File: config.mk
export PLATFORM = sky130hd
export DESIGN_NAME = fractal_sync_1d_local_req_ctrl
export DESIGN_NICKNAME = d
export VERILOG_FILES = /design/src/rtl/fractal_sync_pkg.sv /design/src/rtl/fractal_sync_req_port_ctrl.sv /design/src/rtl/fractal_sync_1d_local_req_ctrl.sv
export SDC_FILE = /design/constraint.sdc
export NUM_CORES = 1
export LEC_CHECK = 0
export BUFFER_PORTS_ARGS = -buffer_cell sky130_fd_sc_hd__buf_2
export CORE_AREA = 5 5 42 44
export DETAILED_ROUTE_END_ITERATION = 10
export DIE_AREA = 0 0 47 49
export PLACE_DENSITY = 0.7
export SYNTH_ARGS = -nofsm -noshare
export SYNTH_HDL_FRONTEND = slang
export SYNTH_SLANG_ARGS = --single-unit
File: constraint.sdc
create_clock -name clk_i -period 2.25 [get_ports clk_i]
set_input_delay 0.1125 -clock clk_i [delete_from_list [all_inputs] [get_ports clk_i]]
set_output_delay 0.1125 -clock clk_i [all_outputs]
set_load 0.03 [all_outputs]
File: src/rtl/fractal_sync_pkg.sv
// Shared types for the fractal sync request/response path.
package fractal_sync_pkg;

  typedef enum logic [1:0] {
    FSYNC_RSP_DONE   = 2'd0,
    FSYNC_RSP_STORED = 2'd1,
    FSYNC_RSP_ERR    = 2'd2
  } fractal_sync_rsp_e;

  typedef enum logic [1:0] {
    IDLE,
    CHECK,
    RESP
  } fractal_sync_req_state_e;

endpackage

File: src/rtl/fractal_sync_req_port_ctrl.sv
// Single-port request FSM: accept id, one-cycle RF check, hold typed response until consumed.
module fractal_sync_req_port_ctrl
  import fractal_sync_pkg::*;
#(
  parameter int unsigned ID_WIDTH = 1
) (
  input  logic                clk_i,
  input  logic                rst_i,
  input  logic                req_valid_i,
  output logic                req_ready_o,
  input  logic [ID_WIDTH-1:0] req_id_i,
  output logic [ID_WIDTH-1:0] rf_id_o,
  output logic                rf_check_o,
  input  logic                rf_present_i,
  input  logic                rf_id_err_i,
  input  logic                rf_bypass_i,
  input  logic                rf_ignore_i,
  output logic                rsp_valid_o,
  input  logic                rsp_ready_i,
  output logic [1:0]          rsp_type_o,
  output logic [ID_WIDTH-1:0] rsp_id_o
);

  fractal_sync_req_state_e state_d, state_q;
  fractal_sync_rsp_e       type_d, type_q;
  logic [ID_WIDTH-1:0]     id_d, id_q;

  always_ff @(posedge clk_i) begin
    if (rst_i) begin
      state_q <= IDLE;
      type_q  <= FSYNC_RSP_DONE;
      id_q    <= '0;
    end else begin
      state_q <= state_d;
      type_q  <= type_d;
      id_q    <= id_d;
    end
  end

  always_comb begin
    state_d     = state_q;
    type_d      = type_q;
    id_d        = id_q;
    req_ready_o = 1'b0;
    rf_check_o  = 1'b0;
    rsp_valid_o = 1'b0;
    unique case (state_q)
      IDLE: begin
        req_ready_o = 1'b1;
        if (req_valid_i) begin
          id_d    = req_id_i;
          state_d = CHECK;
        end
      end
      CHECK: begin
        rf_check_o = 1'b1;
        // RF verdict priority: id error, then same-cycle drop, then match, else stored
        if (rf_id_err_i) begin
          type_d  = FSYNC_RSP_ERR;
          state_d = RESP;
        end else if (rf_ignore_i) begin
          state_d = IDLE;
        end else if (rf_present_i || rf_bypass_i) begin
          type_d  = FSYNC_RSP_DONE;
          state_d = RESP;
        end else begin
          type_d  = FSYNC_RSP_STORED;
          state_d = RESP;
        end
      end
      RESP: begin
        rsp_valid_o = 1'b1;
        if (rsp_ready_i) state_d = IDLE;
      end
      default: state_d = IDLE;
    endcase
  end

  // id stays registered outside CHECK so the RF input does not toggle
  assign rf_id_o    = id_q;
  assign rsp_id_o   = id_q;
  assign rsp_type_o = type_q;

endmodule

File: src/rtl/fractal_sync_1d_local_req_ctrl.sv
// Upstream request controller for the 1D local sync RF: N_PORTS independent port FSMs.
module fractal_sync_1d_local_req_ctrl
  import fractal_sync_pkg::*;
#(
  parameter int unsigned ID_WIDTH = 1,
  parameter int unsigned N_PORTS  = 2
) (
  input  logic                             clk_i,
  input  logic                             rst_i,
  input  logic [N_PORTS-1:0]               req_valid_i,
  output logic [N_PORTS-1:0]               req_ready_o,
  input  logic [N_PORTS-1:0][ID_WIDTH-1:0] req_id_i,
  output logic [N_PORTS-1:0][ID_WIDTH-1:0] rf_id_o,
  output logic [N_PORTS-1:0]               rf_check_o,
  input  logic [N_PORTS-1:0]               rf_present_i,
  input  logic [N_PORTS-1:0]               rf_id_err_i,
  input  logic [N_PORTS-1:0]               rf_bypass_i,
  input  logic [N_PORTS-1:0]               rf_ignore_i,
  output logic [N_PORTS-1:0]               rsp_valid_o,
  input  logic [N_PORTS-1:0]               rsp_ready_i,
  output logic [N_PORTS-1:0][1:0]          rsp_type_o,
  output logic [N_PORTS-1:0][ID_WIDTH-1:0] rsp_id_o
);

  if (ID_WIDTH == 0) begin : gen_id_width_chk
    $error("ID_WIDTH must be greater than 0");
  end
  if (N_PORTS < 2) begin : gen_n_ports_chk
    $error("N_PORTS must be at least 2");
  end

  for (genvar i = 0; i < N_PORTS; i++) begin : gen_port
    fractal_sync_req_port_ctrl #(
      .ID_WIDTH(ID_WIDTH)
    ) u_port_ctrl (
      .clk_i       (clk_i),
      .rst_i       (rst_i),
      .req_valid_i (req_valid_i[i]),
      .req_ready_o (req_ready_o[i]),
      .req_id_i    (req_id_i[i]),
      .rf_id_o     (rf_id_o[i]),
      .rf_check_o  (rf_check_o[i]),
      .rf_present_i(rf_present_i[i]),
      .rf_id_err_i (rf_id_err_i[i]),
      .rf_bypass_i (rf_bypass_i[i]),
      .rf_ignore_i (rf_ignore_i[i]),
      .rsp_valid_o (rsp_valid_o[i]),
      .rsp_ready_i (rsp_ready_i[i]),
      .rsp_type_o  (rsp_type_o[i]),
      .rsp_id_o    (rsp_id_o[i])
    );
  end

endmodule

# Yosys cells after proc, flatten, opt, wreduce, memory -nomap -nowiden
# Index checks and enable logic that the tools add are counted.
[word_totals]
regBits = 10
latchBits = 0
ram_bits = 0
romBits = 0
out_inout_bits = 14
word_cells = 48
memories = 0
[op_classes]
n_addsub = 0
multipliers = 0
n_div = 0
order_cmp = 0
n_eq_ne = 10
shift = 0
n_mux = 22
bitwise_logic = 0
reduce_logical = 10
[op_table]
columns = ["operator", "n"]
rows = [
  ["2-bit 2-to-1 mux", 12],
  ["2-bit != test, second input constant", 6],
  ["2-bit case mux with 3 select lines", 2],
  ["2-bit AND reduction", 6],
  ["1-bit 2-to-1 mux", 8],
  ["2-bit by 1-bit equality test with 1-bit output, second input constant", 2],
  ["2-bit equality test, second input constant", 2],
  ["2-bit logical NOT", 2],
  ["1-bit logical OR", 2],
]

# Depth between registers and ports, before layout
[depth]
ltp_word = 4
mapped_depth = 4
mapped_depth_nobuf = 4

# Cells and area by module
# From an unflattened synthesis, not the netlist that was laid out.
[unflattened]
hier_cells = 48
hier_area_um2 = 455.4
[by_module_without_submodules]
columns = ["module", "instances", "cells_each", "area_per_inst_um2", "seq_area_each_um2"]
rows = [
  ["fractal_sync_req_port_ctrl", 2, 24, 227.7, 100.1],
]

# Worst setup path before layout
# Ideal clock, no wire load.
[synth_timing]
path_kind = "register to register"
startpoint = "register gen_port[1].u_port_ctrl.state_q[0]"
endpoint = "register gen_port[1].u_port_ctrl.id_q"
arrival_ns = 0.818
t_required_ns = 2.123
setup_slack_ns = 1.305
path_stages_with_launch = 4
path_buffers = 0
synth_period_minus_slack_ns = 0.945
cell_sequence = "dfxtp_1 -> nor3b_1 -> mux2i_1 -> nor2_1"
[synth_between]
elab_chain_len = 2
[synth_rtl]
columns = ["item", "line_no", "rtl"]
rows = [
  ["start, declared", "fractal_sync_req_port_ctrl.sv:24", "fractal_sync_req_state_e state_d, state_q;"],
  ["start signal, assigned", "fractal_sync_req_port_ctrl.sv:34", "state_q <= state_d;"],
  ["2-bit logical NOT", "fractal_sync_req_port_ctrl.sv:47", "unique case (state_q)"],
  ["2-bit AND reduction (no source line)", "--", ""],
  ["end signal, assigned", "fractal_sync_req_port_ctrl.sv:36", "id_q <= id_d;"],
  ["end, declared", "fractal_sync_req_port_ctrl.sv:26", "logic [ID_WIDTH-1:0] id_d, id_q;"],
]
# No other way between the ends.
# A chain may end at the register's enable or synchronous reset.

# Worst setup path in the final report
[layout_timing]
startpoint = "register gen_port[1].u_port_ctrl.state_q[1]"
endpoint = "output port rf_check_o[1]"
[layout_between]
elab_chain_len = 2
[layout_rtl]
columns = ["item", "line_no", "rtl"]
rows = [
  ["2-bit by 1-bit equality test with 1-bit output", "fractal_sync_req_port_ctrl.sv:47", ""],
  ["1-bit 2-to-1 mux", "fractal_sync_req_port_ctrl.sv:47", ""],
  ["end, declared", "fractal_sync_1d_local_req_ctrl.sv:14", "output logic [N_PORTS-1:0] rf_check_o,"],
]
# No other way between the ends.

==> results.yml <==
power:
  power_frac_clock: 0.295
  p_comb_frac: 0.219
  swShare: 0.292
  p_int_uw: 280
  vdd_ir_drop_max_uv: 311
  power.leakage_uw: 0.000316
  power_switching_uw: 115
  powerDensity_nw_per_um2: 656
  power_frac_seq: 0.485
sta:
  setup_viol: 0
  fin_setup_tns_ns: 0
  rsz0062_at_grt: "no"
  final_hold_viol_count: 0
  worstMarginPinSlew_ns: 0.291
  fin_skew_ns: 0.000120
  period_share: 0.535
  slew_violations: 0
  period_needed_ns: 1.20
  hold-worst-slack_ns: 0.0991
  slew_headroom: 0.804
  timing.fmax_mhz: 831
layout:
  layout_common_cells: "buf_2 (29), dfxtp_1 (10), nor2_1 (5)"
  area_growth_pct: 22.0
  drive_above_1_share: 0.436
  final_nets: 96
  final_area_sq_um: 603
  diodes: 0
  layout_commonest_cell: "buf_2"
  n_fill_cell: 167
logic_synthesis:
  synth_cells: 57
  ys_ff_latch: 10
  syn_nets: 73
  synth_seq_area_share: 0.405
  synth_area_sq_um: 494
  avgSynthCellArea_sq_um: 8.67
  ys_types: 18
  yosys_warnings: 0
floorplanning:
  fp.dieArea_sq_um: 2300
  core_sq_um: 1400
  start_util: 0.353
  rows: 14
  die_width_microns: 47
  die_h_microns: 49
  ios: 30
critical_path:
  cp-start-kind: "register"
  reg2reg_slack_ns: 1.21
  critPathMaxFanout: 5
  r2r_start: "gen_port[0].u_port_ctrl.state_q[0]"
  critPathSlowestCell: "dfxtp_1"
  startpoint: "gen_port[1].u_port_ctrl.state_q[1]"
  cp.required_ns: 2.14
  regToRegEndpoint: "gen_port[0].u_port_ctrl.rf_id_o"
  end_kind: "primary output"
  slowest_delay_ns: 0.33
  arrival_ns: 1.09
  r2r_cells: 3
  worstSetupPathType: "register to primary output"
  endpoint: "rf_check_o[1]"
  crit_chain: "nand2b_1, inv_1, buf_2"
global_route:
  grt_usage: 0.0996
  grt_pass1_wl_mm: 1.72
  antenna_found_initial: 0
  grt_pass1_vias: 401
  grt_overflow: 0
  grt_max_degree: 12
placed_design:
  dpl.hpwl_microns: 887
  place.gp.congestion: 0.679
  port_buffers: 29
  postPlaceCellArea_sq_um: 581
clock_network:
  root_buffer: "clkbuf_4"
  clockBufferDepth: 2
  post_cts_buffers: 0
  clock_latency_ns: 0.25
  path_clk_slew_ns: 0.06
  cts_buffers: 3
  ctsResizeCount: 0
  cts_tree: "built"
  h-tree-depth: 1
  ctsHoldBuffers: 0
  cts_sinks: 10
drt:
  drt_iter0_drc: 0
  drcViolationCount: 0
  routed_wl_mm: 1.05
  dr.pass1.iters: 1
  antenna_left: 0
  vias: 416
  viasPerCell: 4.43
  avgRoutedWirePerCell_microns: 11.2
run:
  drv_cap: 0
status:
  status: "complete, no violations"
min_path:
  hp-class: "primary input to register"
[cell type report]
| class | instances | area [sq um] | share of cell area |
|---|---|---|---|
| Inverter | 3 | 11.3 | 0.0187 |
| Clock buffer | 3 | 22.5 | 0.0373 |
| Timing Repair Buffer | 29 | 145 | 0.241 |
| Multi-Input combinational cell | 33 | 204 | 0.338 |
| Tap cell | 16 | 20.0 | 0.0332 |
| Sequential cell | 10 | 200 | 0.332 |
[flip-flops by register name, summed over array words and instances (netlist names)]
name,flops
gen_port.u_port_ctrl.rf_id_o,2
gen_port.u_port_ctrl.rsp_type_o,4
gen_port.u_port_ctrl.state_q,4
[critical path: cells and delay by family, from the launching register on]
kind | cells | cell delay, ns
and+or+nand+nor | 1 | 0.15
buffers and inverters | 2 | 0.36
DFF | 1 | 0.33
[kinds of logic after synthesis]
kind of cell	count (synthesis)	synth area share
flip-flops	10	0.405
AO/OA/AOI/OAI	9	0.116
AND/OR/NAND/NOR	21	0.235
multiplexers	3	0.0608
buffers and inverters	14	0.182
[how the worst min path moves through the flow]
stage,end,cells past startpoint,start
floorplan,gen_port[0].u_port_ctrl.rsp_type_o[1],2,rf_id_err_i[0]
global placement,gen_port[1].u_port_ctrl.rf_id_o,3,req_id_i[1]
detailed placement,gen_port[1].u_port_ctrl.rf_id_o,3,req_id_i[1]
CTS,gen_port[1].u_port_ctrl.rf_id_o,3,req_id_i[1]
global route,gen_port[1].u_port_ctrl.rf_id_o,3,req_id_i[1]
finish,gen_port[1].u_port_ctrl.rf_id_o,3,req_id_i[1]
[stage by stage]
step	std cells	utilization	setup slack, ns	total power (uW)
CTS	94	0.430	1.04	400
floorplan	57	-	1.30	269
global placement	91	0.414	1.25	282
detailed placement	91	0.414	1.21	284
global route	94	0.430	0.957	420
finish	94	0.430	1.05	396
[power groups by stage]
stage / sequential, uW / combinational, uW / clock, uW
after CTS: 192 / 88.1 / 120
after detailed placement: 196 / 88.0 / 0
after global placement: 195 / 86.8 / 0
after floorplan: 199 / 69.1 / 0
after global routing: 194 / 94.7 / 131
final: 192 / 86.8 / 117
[cell usage after synthesis]
| master | instances | area (sq um) |
|---|---|---|
| nand2b_1 | 4 | 25.0 |
| nor3_1 | 1 | 5.00 |
| or4_1 | 1 | 7.51 |
| buf_4 | 10 | 75.1 |
| nand2_1 | 2 | 7.51 |
| nor2b_1 | 4 | 25.0 |
| mux2i_1 | 3 | 30.0 |
| a22oi_1 | 1 | 7.51 |
| nor3b_1 | 2 | 15.0 |
| dfxtp_1 | 10 | 200 |
| nand3_1 | 1 | 5.00 |
| nor2_1 | 5 | 18.8 |
| clkbuf_1 | 1 | 3.75 |
| a21bo_2 | 2 | 20.0 |
| inv_1 | 3 | 11.3 |
| and2b_1 | 1 | 7.51 |
| o21ai_0 | 2 | 10.0 |
| a21oi_1 | 4 | 20.0 |
[layer usage]
metal / GRT usage / up-vias / routed length (microns)
met1: 0.122 / 182 / 397
met4: 0.0553 / 0 / 13
li1: - / 222 / -
met5: 0 / - / 0
met3: 0.0185 / 2 / 70
met2: 0.156 / 10 / 567
Power figures use the tool's default switching activity.
